## src/rtl/mem_port_arbiter.sv

```systemverilog
// mem_port_arbiter: shares one 4-lane RAM between two-word fetch and RV32I LSU accesses.
// Define MEM_ARB_RR_EN for round-robin conflict resolution instead of fixed LSU priority.
module mem_port_arbiter #(
    parameter int ADDR_W = 14
) (
    input  logic              clock,
    input  logic              reset,
    input  logic              io_if_req_valid,
    output logic              io_if_req_ready,
    input  logic [63:0]       io_if_req_addr,
    output logic              io_if_resp_valid,
    output logic [31:0]       io_if_resp_inst_0,
    output logic [31:0]       io_if_resp_inst_1,
    input  logic              io_lsu_req_valid,
    output logic              io_lsu_req_ready,
    input  logic [63:0]       io_lsu_req_addr,
    input  logic              io_lsu_req_we,
    input  logic [31:0]       io_lsu_req_wdata,
    input  logic [2:0]        io_lsu_req_func3,
    output logic              io_lsu_resp_valid,
    output logic [31:0]       io_lsu_resp_data,
    output logic              io_lsu_resp_err,
    output logic              io_mem_en,
    output logic              io_mem_we,
    output logic [3:0]        io_mem_be,
    output logic [ADDR_W-1:0] io_mem_addr,
    output logic [31:0]       io_mem_wdata,
    input  logic [31:0]       io_mem_rdata,
    output logic              io_busy
);
    typedef enum logic [2:0] {IDLE, IF_W1, IF_WAIT, IF_RESP, LD_WAIT, RESP} state_t;
    state_t            r_state;
    logic [ADDR_W-1:0] r_addr;
    logic [1:0]        r_off;
    logic [2:0]        r_f3;
    logic [31:0]       r_inst_0, r_inst_1, r_lsu_data;
    logic              r_if_valid, r_lsu_valid, r_lsu_err;
    logic              w_idle, w_lsu_prio, w_gnt_lsu, w_gnt_if, w_err, w_lsu_acc, w_fetch2, w_st;
    logic [1:0]        w_off;
    logic [2:0]        w_f3;
    logic [3:0]        w_st_be;
    logic [7:0]        w_byte;
    logic [15:0]       w_half;
    logic [31:0]       w_ld;
    logic              w_unused;
`ifdef MEM_ARB_RR_EN
    logic              r_last_lsu;
    assign w_lsu_prio = ~r_last_lsu;
`else
    assign w_lsu_prio = 1'b1;
`endif
    assign w_unused  = ^{io_if_req_addr[63:ADDR_W+2], io_if_req_addr[1:0], io_lsu_req_addr[63:ADDR_W+2]};
    assign w_idle    = (r_state == IDLE) & ~reset;
    assign w_gnt_lsu = w_idle & io_lsu_req_valid & (w_lsu_prio | ~io_if_req_valid);
    assign w_gnt_if  = w_idle & io_if_req_valid & ~w_gnt_lsu;
    assign w_off     = io_lsu_req_addr[1:0];
    assign w_f3      = io_lsu_req_func3;
    // illegal func3 (incl. load-only codes on a store) or natural-alignment violation
    assign w_err     = (w_f3[1:0] == 2'b11) | (w_f3[2] & (io_lsu_req_we | w_f3[1]))
                     | ((w_f3[1:0] == 2'b01) & w_off[0]) | ((w_f3[1:0] == 2'b10) & (|w_off));
    assign w_lsu_acc = w_gnt_lsu & ~w_err;
    assign w_fetch2  = (r_state == IF_W1) & ~reset;
    assign w_st      = w_lsu_acc & io_lsu_req_we;
    assign w_st_be   = w_f3[1] ? 4'b1111 : w_f3[0] ? (w_off[1] ? 4'b1100 : 4'b0011) : 4'b0001 << w_off;
    assign io_mem_en    = w_gnt_if | w_lsu_acc | w_fetch2;
    assign io_mem_we    = w_st;
    assign io_mem_be    = (w_gnt_if | w_fetch2 | (w_lsu_acc & ~io_lsu_req_we)) ? 4'hF : w_st ? w_st_be : 4'h0;
    assign io_mem_addr  = w_fetch2 ? r_addr + {{(ADDR_W-1){1'b0}}, 1'b1}
                        : w_lsu_acc ? io_lsu_req_addr[ADDR_W+1:2]
                        : w_gnt_if ? io_if_req_addr[ADDR_W+1:2] : '0;
    assign io_mem_wdata = ~w_st ? 32'h0 : w_f3[1] ? io_lsu_req_wdata
                        : w_f3[0] ? {2{io_lsu_req_wdata[15:0]}} : {4{io_lsu_req_wdata[7:0]}};
    assign w_byte = io_mem_rdata[{r_off, 3'b000} +: 8];
    assign w_half = r_off[1] ? io_mem_rdata[31:16] : io_mem_rdata[15:0];
    assign w_ld   = r_f3[1] ? io_mem_rdata
                  : r_f3[0] ? {{16{w_half[15] & ~r_f3[2]}}, w_half} : {{24{w_byte[7] & ~r_f3[2]}}, w_byte};
    assign io_if_req_ready   = w_gnt_if;
    assign io_lsu_req_ready  = w_gnt_lsu;
    assign io_if_resp_valid  = r_if_valid;
    assign io_if_resp_inst_0 = r_inst_0;
    assign io_if_resp_inst_1 = r_inst_1;
    assign io_lsu_resp_valid = r_lsu_valid;
    assign io_lsu_resp_data  = r_lsu_data;
    assign io_lsu_resp_err   = r_lsu_err;
    assign io_busy           = r_state != IDLE;
    always_ff @(posedge clock or posedge reset) begin
        if (reset) begin
            r_state     <= IDLE;
            r_addr      <= '0;
            r_off       <= '0;
            r_f3        <= '0;
            r_inst_0    <= '0;
            r_inst_1    <= '0;
            r_lsu_data  <= '0;
            r_if_valid  <= 1'b0;
            r_lsu_valid <= 1'b0;
            r_lsu_err   <= 1'b0;
`ifdef MEM_ARB_RR_EN
            r_last_lsu  <= 1'b0;
`endif
        end else begin
            r_if_valid  <= 1'b0;
            r_lsu_valid <= 1'b0;
            case (r_state)
                IDLE: begin
                    if (w_gnt_lsu) begin
                        r_off <= w_off;
                        r_f3  <= w_f3;
`ifdef MEM_ARB_RR_EN
                        r_last_lsu <= 1'b1;
`endif
                        if (w_err | io_lsu_req_we) begin
                            r_lsu_valid <= 1'b1;
                            r_lsu_err   <= w_err;
                            r_lsu_data  <= 32'h0;
                            r_state     <= RESP;
                        end else begin
                            r_state <= LD_WAIT;
                        end
                    end else if (w_gnt_if) begin
                        r_addr  <= io_if_req_addr[ADDR_W+1:2];
`ifdef MEM_ARB_RR_EN
                        r_last_lsu <= 1'b0;
`endif
                        r_state <= IF_W1;
                    end
                end
                IF_W1: begin
                    r_inst_0 <= io_mem_rdata;
                    r_state  <= IF_WAIT;
                end
                IF_WAIT: begin
                    r_inst_1   <= io_mem_rdata;
                    r_if_valid <= 1'b1;
                    r_state    <= IF_RESP;
                end
                LD_WAIT: begin
                    r_lsu_data  <= w_ld;
                    r_lsu_err   <= 1'b0;
                    r_lsu_valid <= 1'b1;
                    r_state     <= RESP;
                end
                default: r_state <= IDLE;
            endcase
        end
    end
endmodule

```

## config.mk

```make
export PLATFORM = sky130hd
export DESIGN_NAME = mem_port_arbiter
export DESIGN_NICKNAME = d
export VERILOG_FILES = /design/src/rtl/mem_port_arbiter.sv
export SDC_FILE = /design/constraint.sdc
export NUM_CORES = 1
export LEC_CHECK = 0
export ABC_AREA = 1
export CORE_AREA = 2 2 137 139
export CTS_CLUSTER_DIAMETER = 40
export DETAILED_ROUTE_END_ITERATION = 12
export DIE_AREA = 0 0 139 141
export PLACE_DENSITY = 0.73
export RECOVER_POWER = 50
export SYNTH_ARGS = -nofsm -noshare
export SYNTH_HDL_FRONTEND = slang
export SYNTH_SLANG_ARGS = --single-unit
```

## constraint.sdc

```tcl
create_clock -name clock -period 7.9 [get_ports clock]
set_input_delay 1.58 -clock clock [delete_from_list [all_inputs] [get_ports clock]]
set_output_delay 1.58 -clock clock [all_outputs]
set_load 0.03 [all_outputs]
```

# Word level (Yosys, flattened, before mapping)
# Index checks and enable logic that the tools add are counted.
[classes]
shifts = 2
n_addsub = 1
mux = 28
n_eq_ne = 9
n_reduce_logical = 7
bitwise_logic = 27
[ops]
columns = ["op", "count"]
rows = [
  ["2-to-1 mux 32 bit", 7],
  ["case mux 32 bit (2 select lines)", 1],
  ["2-to-1 mux 14 bit", 3],
  ["variable part select 32 x 6 -> 8 bit", 1],
  ["2-to-1 mux 4 bit", 5],
  ["2-to-1 mux 16 bit", 1],
  ["adder 14 x 1 -> 14 bit, second input constant", 1],
  ["bitwise AND 1 bit", 13],
  ["case mux 3 bit (4 select lines)", 1],
  ["bitwise OR 1 bit", 9],
  ["2-to-1 mux 1 bit", 6],
  ["2-to-1 mux 3 bit", 2],
  ["AND reduction 3 bit", 2],
  ["inverter 1 bit", 5],
  ["equality test 2 bit, second input constant", 2],
  ["case mux 1 bit (2 select lines)", 2],
  ["left shift 1 x 2 -> 4 bit, first input constant", 1],
  ["equality test 3 x 1 -> 1 bit, second input constant", 1],
  ["equality test 3 x 2 -> 1 bit, second input constant", 1],
  ["equality test 3 bit, second input constant", 1],
  ["logical NOT 3 bit", 1],
  ["inequality test 3 bit, second input constant", 1],
  ["nonzero test 3 bit", 1],
  ["equality test 2 x 1 -> 1 bit, second input constant", 1],
  ["5 further kinds", 5],
]
[totals]
ff_bits = 121
input_bits = 200
out_inout_bits = 154

# Logic depth before layout (Yosys ltp)
# Gate-level depths: netlist (run 1).
[logic_depth]
depth_word = 10
ltp_mapped = 9
mapped_depth_nobuf = 9

# Worst setup path after synthesis (run 1)
# OpenSTA, ideal clock, no wires.
[synth_path]
kind = "input port to output port"
startpoint = "input port reset"
endpoint = "output port io_mem_wdata[10]"
arrival_ps = 5671
stages = 8
path_slack_ps = 649
path_cell_list = "inv_1 -> nand3_2 -> nor2_4 -> nand2_2 -> nor2_4 -> buf_6 -> nand2_1 -> nor2_1"
[synth_between]
elab_chain_cells = 6
[synth_lines]
columns = ["item", "line_no", "rtl"]
rows = [
  ["start: declaration", "7", "input logic reset,"],
  ["inverter 1 bit", "53", "assign w_idle = (r_state == IDLE) & ~reset;"],
  ["bitwise AND 1 bit", "53", ""],
  ["bitwise AND 1 bit", "54", "assign w_gnt_lsu = w_idle & io_lsu_req_valid & (w_lsu_prio | ~io_if_req_valid);"],
  ["bitwise AND 1 bit", "61", "assign w_lsu_acc = w_gnt_lsu & ~w_err;"],
  ["bitwise AND 1 bit", "63", "assign w_st = w_lsu_acc & io_lsu_req_we;"],
  ["via io_mem_we", "24", "output logic io_mem_we,"],
  ["2-to-1 mux 32 bit", "71", "assign io_mem_wdata = ~w_st ? 32'h0 : w_f3[1] ? io_lsu_req_wdata"],
  ["end: declaration", "27", "output logic [31:0] io_mem_wdata,"],
]
# The timed path passes the listed nets, and every way through them passes these cells.

# Final worst setup path (run 1)
[layout_path]
startpoint = "input port reset"
endpoint = "output port io_mem_be[2]"
[layout_between]
elab_chain_cells = 8
elab_cells_between_ends = 14
cone_classes = "mux (2); bitwise (12)"
[layout_lines]
columns = ["item", "line_no", "rtl"]
rows = [
  ["inverter 1 bit (*)", "53, 62", ""],
  ["bitwise AND 1 bit", "53", ""],
  ["bitwise AND 1 bit", "54", ""],
  ["inverter 1 bit (no line)", "n/a", ""],
  ["bitwise AND 1 bit", "55", "assign w_gnt_if = w_idle & io_if_req_valid & ~w_gnt_lsu;"],
  ["bitwise OR 1 bit (2 in a row)", "67", "assign io_mem_be = (w_gnt_if | w_fetch2 | (w_lsu_acc & ~io_lsu_req_we)) ? 4'hF : w_st ? w_st_be : 4'h0;"],
  ["2-to-1 mux 4 bit (*)", "67", ""],
  ["end: declaration", "25", "output logic [3:0] io_mem_be,"],
]
# Mark *: on every way between the ends. The rest lies on a longest branch, timed or not.

==> results of run 1 <==
[cell families after synthesis]
logic type                 Yosys count  share of synthesized area
xor gates and xnor gates             1                    0.00141
adders and majority gates            1                    0.00201
and+or+nand+nor                    408                      0.281
AOI/OAI and AO/OA                  176                      0.144
DFF                                121                      0.487
buffers and inverters              126                     0.0842
[power by group through the flow]
stage	Combinational [W]	Clock, W	Sequential (W)
2_1_floorplan	0.000748	0	0.00150
3_3_place_gp	0.00189	0	0.00109
3_5_place_dp	0.00191	0	0.00111
4_1_cts	0.00192	0.000806	0.00110
5_1_grt	0.00197	0.000838	0.00113
6_report	0.00182	0.000787	0.00109
[Yosys cell counts (all sizes together)]
cell type  count
dfrtp        121
and2           1
nand2        242
nor3           4
nand4         18
a21oi         48
xor2           1
clkbuf        24
nor2          87
buf           22
inv           80
o21ai        126
nand3         56
ha             1
o211ai         2
[stage by stage]
step                setup WS [ns]  utilization  instance area (um2)  power [W]
floorplan                   0.649            -                 6210    0.00225
global placement             1.87        0.486                 8880    0.00298
detailed placement           1.86        0.486                 8880    0.00301
CTS                          1.85        0.519                 9480    0.00382
global route                 1.41        0.519                 9470    0.00395
finish                       1.72        0.519                 9480    0.00370
[registers in the layout (all words and copies together), names as in the netlist]
| name | flops |
|---|---|
| io_if_resp_inst_0 | 32 |
| io_if_resp_inst_1 | 32 |
| io_lsu_resp_data | 32 |
| r_addr | 14 |
| r_f3 | 3 |
| r_state | 3 |
| r_off | 2 |
| io_if_resp_valid | 1 |
| io_lsu_resp_err | 1 |
| io_lsu_resp_valid | 1 |
[per-layer routing]
metal / vias to the layer above / share of wire / GRT usage
li1: 3169 / - / -
met5: - / 0.0011 / 0
met2: 261 / 0.46 / 0.346
met1: 2983 / 0.43 / 0.274
met3: 25 / 0.086 / 0.0703
met4: 4 / 0.018 / 0.0675
[tightest hold or removal path, cell delays in order (launching register included)]
cell	delay, ns
sky130_fd_sc_hd__dfrtp_1	0.33
sky130_fd_sc_hd__nand2_1	0.05
sky130_fd_sc_hd__nand2_1	0.05
[worst max-delay path by stage]
stage / to / slack (ns) / from / cells past startpoint
6_report: io_mem_be[2] / 1.72 / reset / 8
5_1_grt: io_mem_be[2] / 1.41 / reset / 8
4_1_cts: io_mem_wdata[23] / 1.85 / io_lsu_req_func3[0] / 9
3_5_place_dp: io_mem_wdata[23] / 1.86 / io_lsu_req_func3[0] / 9
3_3_place_gp: io_mem_wdata[23] / 1.87 / io_lsu_req_func3[0] / 9
2_1_floorplan: io_mem_wdata[10] / 0.65 / reset / 8
[area by class of cell]
cell class,count,area [um2]
diodes,2,5.00
well taps,234,293
repair buffers,260,2590
flip-flops and latches,121,3030
clock buffers,18,439
clock inverters,14,164
inverters,80,303
multi-input cells,586,2650
fillers,1776,8790
==> flow_results.org, run 1 <==
** Critical path
- The worst setup path is launched from a primary input.
- STA puts the critical path data arrival time at 4.60 ns.
- End of the worst register-to-register path :: io_if_resp_inst_1[28]
- The worst register-to-register path has a depth of 4.
- STA classifies the critical path endpoint as an output port.
- The startpoint identified for the worst register-to-register timing path is r_state[1].
- On the worst path, the slowest cell contributes a delay of 0.70 ns.
- Cell Chain, Critical Path :: dlygate4sd3_1 > inv_4 > nand3_1 > nor2_4 > buf_4 > nand3_1 > nand3_1 > clkdlybuf4s50_1
- In this design, the largest share of critical-path delay is due to buffers and inverters.
- At the worst endpoint, the required time is 6.32 ns.
- Crit path max-delay cell type :: sky130_fd_sc_hd__clkdlybuf4s50_1
- Library cell appearing most often on the critical path :: sky130_fd_sc_hd__nand3_1
- The critical path is of the in2out type.
- Reg-to-reg setup timing slack :: 5.64 ns
- Buffer and inverter count on the worst path :: 4
- Along the worst path, the maximum fanout reaches 41.

** Place
- Final weighted congestion in routability-driven placement :: 0.854
- Including well taps, the total number of placed cells is 1281.
- Count of port buffers added during placement :: 255
- Summed over all nets, the half-perimeter wirelength after detailed placement is 15700 um.

** Power and ir drop
- Seq pwr share :: 0.295
- Dividing total power by cell area gives a power density of 390 nW/um2.
- The analysis attributes to net switching a power of 0.00169 W.
- Maximum resistive drop on vdd :: 0.000287 V
- For this design the static power due to leakage is 4.57 nW.
- The internal power of the cells totals 0.00201 W.
- Switching share of total power :: 0.456
- Clk pwr share :: 0.213
- Of the total power, combinational logic draws 0.492.

** Worst hold path
- In this run the worst hold path is classified as reg2reg.
- The worst hold path was traced through 2 stages.
- Hold EP :: io_lsu_resp_data[7]
- Hold Path Origin :: io_lsu_resp_data[7]

** STA
- Endpoints failing setup :: 0
- Final Hold Viols :: 0
- Final-layout worst hold slack :: 0.465 ns
- In the final timing run, aggregate negative setup slack is 0 ns.
- Worst rel slew slack :: -0.137
- Minimum clock period after layout :: 6.18 ns
- Final worst path period share :: 0.782
- Highest achievable clock rate :: 0.162 GHz
- Max Slew Vio Count :: 66
- Setup repair after global routing missed its margin :: false
- For the final database, setup skew stands at 0.00832 ns.
- Measured slew at the worst slew-check pin :: 1.70 ns

** Drt
- Vias/cell :: 4.90
- Initial DRC count :: 412
- The first detailed-routing pass took 5 iterations.
- Post-route DRC :: 0
- After detailed routing, the average wire length per cell comes to 16.0 um.
- Wire length reported by the detailed router :: 21000 um
- The routed layout has 6442 vias.
- Residual antenna-violating net count after detailed routing :: 0

** Run
- Max-cap check violation count :: 1

** Synthesis
- Cell taking the most area after synthesis :: sky130_fd_sc_hd__dfrtp_1
- After synthesis, the netlist uses 28 different library cells.
- The Yosys step of the flow raised 0 warnings.
- Average instance area after synthesis :: 7.46 um2
- For this run, the register share of the synthesized area comes to 0.487.
- Netlist area before placement :: 6210 um2
- Synthesis produced a netlist with a net count of 1034.
- Counting flops and latches in the post-synthesis netlist gives 121.
- Of the post-synthesis cell area, the dominant cell type holds 0.487.
- Biggest area contributors in the synthesized netlist :: sky130_fd_sc_hd__dfrtp_1 (49%), sky130_fd_sc_hd__nand2_1 (14%), sky130_fd_sc_hd__o21ai_0 (9.1%)
- Synthesis produced a netlist whose cell count is 833.

** CTS
- Number of gates given a new drive strength after cts :: 0
- H-tree level count :: 4
- Clock transition at path regs :: 0.05 ns
- Worst skew pair latency :: 0.42 ns
- Number of CTS-inserted buffers :: 17
- TritonCTS clock tree :: done
- Count of hold buffers inserted by post-cts repair :: 0
- Clock net sink count :: 121
- Maximum clock insertion buffer count :: 2
- Once the clock tree was built, the setup fixing pass inserted 0 buffers.
- The root buffer cell chosen for the clock tree is sky130_fd_sc_hd__clkbuf_16.

** Floorplanning
- Die boundary width :: 139 um
- The floorplan has 50 rows.
- IO Count :: 354
- The die covers 19600 um2.
- In this run the vertical extent of the chip is 141 um.
- In this run the standard cell core region covers 18300 um2.
- Starting density of the core :: 0.340

** GRT
- Total grt overflow :: 0
- Global-route wire length before repair :: 32800 um
- Maximum number of pins on one net before global-route repair :: 83
- Via count of the first global-routing pass :: 6114
- Number of antenna violations at the first check in global routing :: 4
- Gr usage total :: 0.214

** Finish
- The final layout contains 1267 nets.
- Commonest cells after routing, fill and taps aside :: sky130_fd_sc_hd__nand2_1 (238), sky130_fd_sc_hd__clkdlybuf4s50_1 (130), sky130_fd_sc_hd__dlygate4sd3_1 (125)
- The area growth from synthesis to layout is 52.5%.
- Most common library cell in the layout ignoring fill and taps :: sky130_fd_sc_hd__nand2_1
- Share of layout cells above drive strength 1 :: 0.0584
- For this run, the number of standard cells in the final layout without fillers is 1315.

** Outcome
- Outcome :: finished with violations
- The checks that failed: max-capacitance violations, max-slew violations.
No activity file was read; power rests on OpenSTA's default activity.
==> inputs of run 2 (changes only) <==
--- a/config.mk
+++ b/config.mk
@@ -10,7 +10,7 @@
 export CTS_CLUSTER_DIAMETER = 40
 export DETAILED_ROUTE_END_ITERATION = 12
 export DIE_AREA = 0 0 139 141
-export PLACE_DENSITY = 0.73
+export PLACE_DENSITY = 0.76
 export RECOVER_POWER = 50
 export SYNTH_ARGS = -nofsm -noshare
 export SYNTH_HDL_FRONTEND = slang
==> constraint.sdc (replaced) <==
create_clock -name clock -period 5.3 [get_ports clock]
set_input_delay 1.06 -clock clock [delete_from_list [all_inputs] [get_ports clock]]
set_output_delay 1.06 -clock clock [all_outputs]
set_load 0.03 [all_outputs]
==> flow_results.org, run 2 (synthesized netlist as in run 1, its figures left out) <==
** Outcome
- Outcome :: finished with violations
- Failing checks :: max-capacitance violations, max-slew violations

** Drt
- The number of vias per cell after detailed routing is 4.91 (+0.19%).
- Number of iterations in the first detailed-routing pass :: 5 (unchanged)
- The number of DRC violations after detailed-routing iteration 0 is 438 (+6.3%).
- The DRC violation count after routing came to 0 (unchanged).
- Number of vias in the routed layout :: 6464 (+0.34%)
- The mean routed wirelength per cell is 16.0 um (-0.20%).
- The number of nets still failing antenna checks after routing came to 0 (unchanged).
- The total detailed-routing wirelength came to 21000 um (about the same).

** Critical path
- The cell that appears most often on the critical path is sky130_fd_sc_hd__nor2_4.
- Worst setup path category :: in2out
- The slowest stage of the critical path is the sky130_fd_sc_hd__nor2_4 cell.
- The most critical setup path has its startpoint at reset.
- The endpoint arrival time on the critical path came to 3.76 ns (-0.84 ns).
- Data required time at the worst endpoint :: 4.24 ns (-2.08 ns)
- The worst register-to-register path begins at r_state[2].
- The signal on the critical path passes through dlygate4sd3_1 > clkinvlp_2 > nand3_1 > nor2_4 > nand2_2 > nor2_4 > inv_2 > nor2_2 > buf_4.
- CP peak stage delay :: 0.63 ns (-0.07 ns)
- Worst-path maximum fanout :: 30 (-27%)
- STA classifies the critical path endpoint as an output port.
- Startpoint type of the worst setup path :: primary input

** STA
- Worst setup skew after layout :: 0.00695 ns (-0.00137 ns)
- The total count of hold-check failures in the final report came to 0 (unchanged).
- Endpoints failing setup :: 0 (unchanged)
- The final count of pins violating max slew came to 174 (+160%).
- The worst path needs 4.82 ns of the cycle, external delays included.
- Final worst path period share :: 0.909
- Highest achievable clock rate :: 0.208 GHz
- The transition time at the pin with the least slew margin was 2.55 ns (+0.844 ns).
- The setup slack of the critical path after layout came to 0.481 ns (-1.24 ns).
- Setup repair after global routing left no endpoint under its margin.
- The tightest slew margin relative to the limit came to -0.699 (-0.562).
- Total negative setup slack :: 0 ns (unchanged)

** CTS
- Clock root buffer :: sky130_fd_sc_hd__clkbuf_16
- Setup bufs post-CTS :: 0 (unchanged)
- The clock latency on the worst-skew pair came to 0.42 ns (about the same).
- Maximum clock insertion buffer count :: 2 (unchanged)
- TritonCTS clock tree :: done
- Number of gates given a new drive strength after cts :: 0 (unchanged)
- Clock transition at path regs :: 0.05 ns (about the same)
- Clock net sink count :: 121 (unchanged)
- The TritonCTS buffer count came to 17 (unchanged).
- The number of levels in the clock H-tree was 4 (unchanged).
- The count of hold-fix buffers inserted at cts was 0 (unchanged).

** Power and ir drop
- The leakage power summed over all cells came to 4.62 nW (+1.1%).
- The total power per unit cell area was 591 nW/um2 (+51%).
- The peak supply drop was 0.000354 V (+23%).

** GRT
- Maximum number of pins on one net before global-route repair :: 82 (-1.2%)
- Number of antenna violations at the first check in global routing :: 1 (-3)
- Total grt overflow :: 0 (unchanged)
- Gr usage total :: 0.214 (-0.000313)
- Global-route wire length before repair :: 32700 um (-0.30%)
- Via count of the first global-routing pass :: 6099 (-0.25%)

** Finish
- Multi-input gate area :: 2650 um2 (about the same)
- Share of layout cells above drive strength 1 :: 0.0943 (+0.0359)
- The area taken by flip-flops and latches came to 3030 um2 (unchanged).
- Most common library cell in the layout ignoring fill and taps :: sky130_fd_sc_hd__nand2_1
- Area overhead of the layout relative to synthesis :: 51.3%
- Commonest cells after routing, fill and taps aside :: sky130_fd_sc_hd__nand2_1 (238), sky130_fd_sc_hd__clkdlybuf4s50_1 (140), sky130_fd_sc_hd__dfrtp_1 (121)
- Layout net count :: 1270 (+0.24%)
- Count of fill cells added during filler insertion :: 1743 (-1.9%)

** Floorplanning
- The core footprint was 18300 um2 (unchanged).
- Die boundary width :: 139 um (unchanged)
- Die Outline Area :: 19600 um2 (unchanged)
- The number of I/O pins came to 354 (unchanged).
- Cell Rows :: 50 (unchanged)
- The die boundary height came to 141 um (unchanged).
- Starting density of the core :: 0.340 (unchanged)

** Place
- The estimated wirelength of the detail-placed design is 15600 um (-0.60%).
- The worst setup slack after placement came to 0.587 ns (-1.27 ns).
- Final weighted congestion in routability-driven placement :: 0.853 (-0.15%)
- Count of port buffers added during placement :: 255 (unchanged)

** Worst hold path
- The worst hold path begins at io_lsu_resp_data[0].
- In this run the worst hold path is classified as reg2reg.

** Run
- The max capacitance violation total is 3 (+2).
[run 2: cell count changes in the layout (fill, tap and decap cells not counted), moves of 2 or more]
cell and change:
sky130_fd_sc_hd__o21ai_1 -2, sky130_fd_sc_hd__clkbuf_8 +2, sky130_fd_sc_hd__clkinv_4 +2, sky130_fd_sc_hd__o21ai_0 +2, sky130_fd_sc_hd__inv_6 -2, sky130_fd_sc_hd__clkbuf_1 +3
sky130_fd_sc_hd__clkdlybuf4s50_1 +10, sky130_fd_sc_hd__inv_8 -2, sky130_fd_sc_hd__buf_4 +39, sky130_fd_sc_hd__dlygate4sd3_1 -50
[run 2: stage by stage]
step	power [W]	utilization	hold slack, ns	std cells	instance area [um2]
after detailed placement	0.00449	0.482	0.459	1284	8810
after floorplan	0.00335	-	0.468	833	6220
final	0.00555	0.514	0.465	1317	9400
after CTS	0.00570	0.516	0.472	1316	9420
after global placement	0.00444	0.482	0.454	1284	8810
after global routing	0.00592	0.514	0.485	1316	9400
[run 2: cell type report]
type | count | share of cell area
antenna | 1 | 0.000266
clock buffer | 20 | 0.0497
clock inverter | 12 | 0.0150
inverter | 80 | 0.0321
multi-input combinational | 586 | 0.282
sequential | 121 | 0.322
tap | 234 | 0.0312
timing repair buffer | 263 | 0.267
[run 2: routing by layer]
layer  vias up  wire, um  global-route usage
met5         -         0                   0
met4         0       403              0.0760
met3        27      1540              0.0520
met2       275      9970               0.345
met1      2991      9110               0.283
li1       3171         -                   -
[run 2: worst max-delay path: cells and delay by family]
family                 cells  cell delay [ns]
buffers and inverters      4             1.18
AND/OR/NAND/NOR            5             1.51
[run 2: path summary, 6_finish.rpt]
check / endpoint / slack, ns / cells after the start
max: io_mem_wdata[20] / 0.48 / 9
min: io_lsu_resp_data[0] / 0.47 / 2
max reg2reg: io_if_resp_inst_0[25] / 2.36 / 4
min reg2reg: io_lsu_resp_data[0] / 0.47 / 2
max in group asynchronous: io_if_resp_inst_0[31] / 1.21 / 4
min in group asynchronous: io_lsu_resp_valid / 2.07 / 3
[run 2: power breakdown]
group	internal, W	switching [W]	leakage [nW]
logic	0.000961	0.00179	2.80
registers	0.00135	0.000278	1.52
clock network	0.000734	0.000437	0.293
==> inputs of run 3 (changes only) <==
--- a/config.mk
+++ b/config.mk
@@ -6,11 +6,12 @@
 export NUM_CORES = 1
 export LEC_CHECK = 0
 export ABC_AREA = 1
-export CORE_AREA = 2 2 137 139
+export CELL_PAD_IN_SITES_DETAIL_PLACEMENT = 0
+export CELL_PAD_IN_SITES_GLOBAL_PLACEMENT = 1
+export CORE_UTILIZATION = 24
 export CTS_CLUSTER_DIAMETER = 40
 export DETAILED_ROUTE_END_ITERATION = 12
-export DIE_AREA = 0 0 139 141
-export PLACE_DENSITY = 0.76
+export PLACE_DENSITY_LB_ADDON = 0.1
 export RECOVER_POWER = 50
 export SYNTH_ARGS = -nofsm -noshare
 export SYNTH_HDL_FRONTEND = slang
==> flow_results.org, run 3 (synthesized netlist as in run 1, its figures left out) <==
** CTS
- The clock-pin transition on the worst setup and hold timing paths came to 0.06 ns (about the same).
- TritonCTS clock tree :: done
- The number of levels in the clock H-tree was 4 (unchanged).
- Number of gates given a new drive strength after cts :: 0 (unchanged)
- Number of CTS-inserted buffers :: 17 (unchanged)
- Clock net sink count :: 121 (unchanged)
- Clock root buffer :: sky130_fd_sc_hd__clkbuf_16
- Count of hold buffers inserted by post-cts repair :: 0 (unchanged)
- Setup bufs post-CTS :: 0 (unchanged)
- Worst skew pair latency :: 0.42 ns (about the same)
- Maximum clock insertion buffer count :: 2 (unchanged)

** Critical path
- The slowest stage of the critical path belongs to the cell sky130_fd_sc_hd__clkdlybuf4s50_1.
- Traced cell by cell, the critical path runs through dlygate4sd3_1 > clkinvlp_4 > nand3_1 > nor3_1 > clkbuf_1 > nor2_1 > nand2_1 > clkdlybuf4s50_1.
- Data required time at the worst endpoint :: 4.24 ns (about the same)
- The endpoint arrival time on the critical path was 3.51 ns (-0.25 ns).
- STA classifies the critical path endpoint as an output port.
- Startpoint type of the worst setup path :: primary input
- The maximum fanout along the worst path was 9 (-70%).
- The kind of cell with the highest combined delay along the critical path is buffers and inverters.
- The critical path's largest stage delay is 0.69 ns (+0.06 ns).
- The combined buffer and inverter count along the critical path was 4 (unchanged).
- By startpoint and endpoint, the worst setup path is classified as in2out.

** Drt
- Wire length reported by the detailed router :: 22500 um (+7.3%)
- The met2 routed wirelength is 10600 um (+5.8%).
- Vias/cell :: 4.37 (-11%)
- M1 wire length :: 10300 um (+13%)
- The detailed router used layers up to and including met4.
- The number of nets still failing antenna checks after routing was 0 (unchanged).
- The DRC violation count after routing came to 0 (unchanged).
- The total via count after detailed routing is 6185 (-4.3%).
- The first-pass iteration count of the detailed router is 5 (unchanged).
- Avg WL per Cell :: 15.9 um (-0.24%)
- Met3 routed WL :: 1430 um (-7.0%)
- Initial DRC count :: 390 (-11%)

** Place
- Placed inst area :: 8980 um2 (+1.9%)
- The placer congestion estimate is 0.801 (-6.1%).
- The estimated wirelength of the detail-placed design was 16900 um (+8.2%).
- Count of port buffers added during placement :: 255 (unchanged)

** Finish
- Layout net count :: 1272 (+0.16%)
- Area overhead of the layout relative to synthesis :: 53.9%
- In the layout the commonest cells are sky130_fd_sc_hd__nand2_1 (238), sky130_fd_sc_hd__clkdlybuf4s50_1 (154), sky130_fd_sc_hd__dfrtp_1 (121).
- Share of layout cells above drive strength 1 :: 0.0932 (-0.00110)
- The post-route standard cell area excluding fillers came to 9560 um2 (+1.7%).
- Most common library cell in the layout ignoring fill and taps :: sky130_fd_sc_hd__nand2_1

** Floorplanning
- Starting density of the core :: 0.246 (-0.0941)
- IO Count :: 354 (unchanged)
- Die Outline Area :: 26500 um2 (+35%)
- Core area :: 25300 um2 (+38%)
- The width of the die came to 163 um (+17%).
- Die Y-Extent :: 163 um (+16%)
- Cell Rows :: 58 (+16%)

** Run
- The max capacitance violation total is 2 (-1).

** STA
- The final number of setup-violating endpoints came to 0 (unchanged).
- The clock skew is 0.00955 ns (+0.00261 ns).
- Total negative setup slack :: 0 ns (unchanged)
- The total count of hold-check failures in the final report was 0 (unchanged).
- The timing-limited maximum frequency came to 0.219 GHz (+5.5%).
- The tightest slew margin relative to the limit was -0.682 (+0.0167).
- The final critical-path share of the clock period was 0.862 (-0.0477).
- Setup repair after global routing missed its margin :: false
- Minimum clock period after layout :: 4.57 ns (-0.253 ns)
- Measured slew at the worst slew-check pin :: 2.52 ns (-0.0251 ns)
- Max Slew Vio Count :: 132 (-24%)

** Power and ir drop
- The total power per unit cell area is 584 nW/um2 (-1.2%).
- Maximum resistive drop on vdd :: 0.000256 V (-28%)
- The leakage power summed over all cells is 4.60 nW (-0.22%).

** GRT
- The number of global-route vias before repair came to 6122 (+0.38%).
- The initial antenna violation count is 1 (unchanged).
- Gr usage total :: 0.174 (-0.0403)
- The maximum number of pins on one net before global-route repair is 73 (-11%).
- Global-route wire length before repair :: 34900 um (+6.6%)
- Total grt overflow :: 0 (unchanged)

** Worst hold path
- The worst hold path belongs to the class reg2reg.

** Outcome
- Outcome :: finished with violations
- The final reports fail on max-capacitance violations, max-slew violations.
[run 3: cell count changes in the layout (fill, tap and decap cells not counted), moves of 2 or more]
| cell | change |
|---|---|
| sky130_fd_sc_hd__buf_12 | +2 |
| sky130_fd_sc_hd__inv_8 | +2 |
| sky130_fd_sc_hd__buf_4 | -2 |
| sky130_fd_sc_hd__dlygate4sd3_1 | -11 |
| sky130_fd_sc_hd__clkbuf_8 | -2 |
| sky130_fd_sc_hd__clkdlybuf4s50_1 | +14 |
[run 3: layout make-up]
cell class,instances,area (um2)
Fill cell,2708,15700
Sequential cell,121,3030
Multi-Input combinational cell,586,2640
Timing Repair Buffer,265,2560
Clock buffer,18,439
Tap cell,330,413
Inverter,80,304
Clock inverter,14,164
Antenna cell,2,5.00
[run 3: layer usage]
layer / vias to the layer above / global-route usage
li1: 3165 / -
met1: 2809 / 0.227
met2: 194 / 0.279
met3: 17 / 0.0458
met4: 0 / 0.0540
met5: - / 0
[run 3: where the power goes]
part	switching, W	leakage [nW]	internal, W
logic	0.00178	2.80	0.000973
registers	0.000287	1.52	0.00135
clock network	0.000474	0.291	0.000717
total	0.00254	4.60	0.00304
[run 3: tightest hold or removal path, cell delays in order (launching register included)]
cell,delay [ns]
sky130_fd_sc_hd__dfrtp_1,0.34
sky130_fd_sc_hd__nand2_1,0.05
sky130_fd_sc_hd__nand2_1,0.04
[run 3: path summary, 6_finish.rpt]
check                                     from               endpoint  slack (ns)  depth (start not counted)
max                                      reset              io_mem_en        0.73                          8
max reg2reg                         r_state[2]  io_if_resp_inst_0[12]        2.42                          4
min reg2reg                io_lsu_resp_data[2]    io_lsu_resp_data[2]        0.47                          2
min                        io_lsu_resp_data[2]    io_lsu_resp_data[2]        0.47                          2
max in group asynchronous                reset       io_if_resp_valid        2.53                          4
min in group asynchronous                reset    io_lsu_resp_data[8]        1.39                          3
[run 3: through the flow]
step | cells | hold slack, ns | power [W] | setup WS, ns | util
after detailed placement | 1382 | 0.462 | 0.00454 | 0.919 | 0.356
after global routing | 1415 | 0.483 | 0.00600 | 0.570 | 0.378
after floorplan | 833 | 0.468 | 0.00335 | 0.267 | -
after CTS | 1414 | 0.477 | 0.00576 | 0.902 | 0.380
after global placement | 1382 | 0.455 | 0.00453 | 0.946 | 0.356
final | 1416 | 0.467 | 0.00558 | 0.734 | 0.378
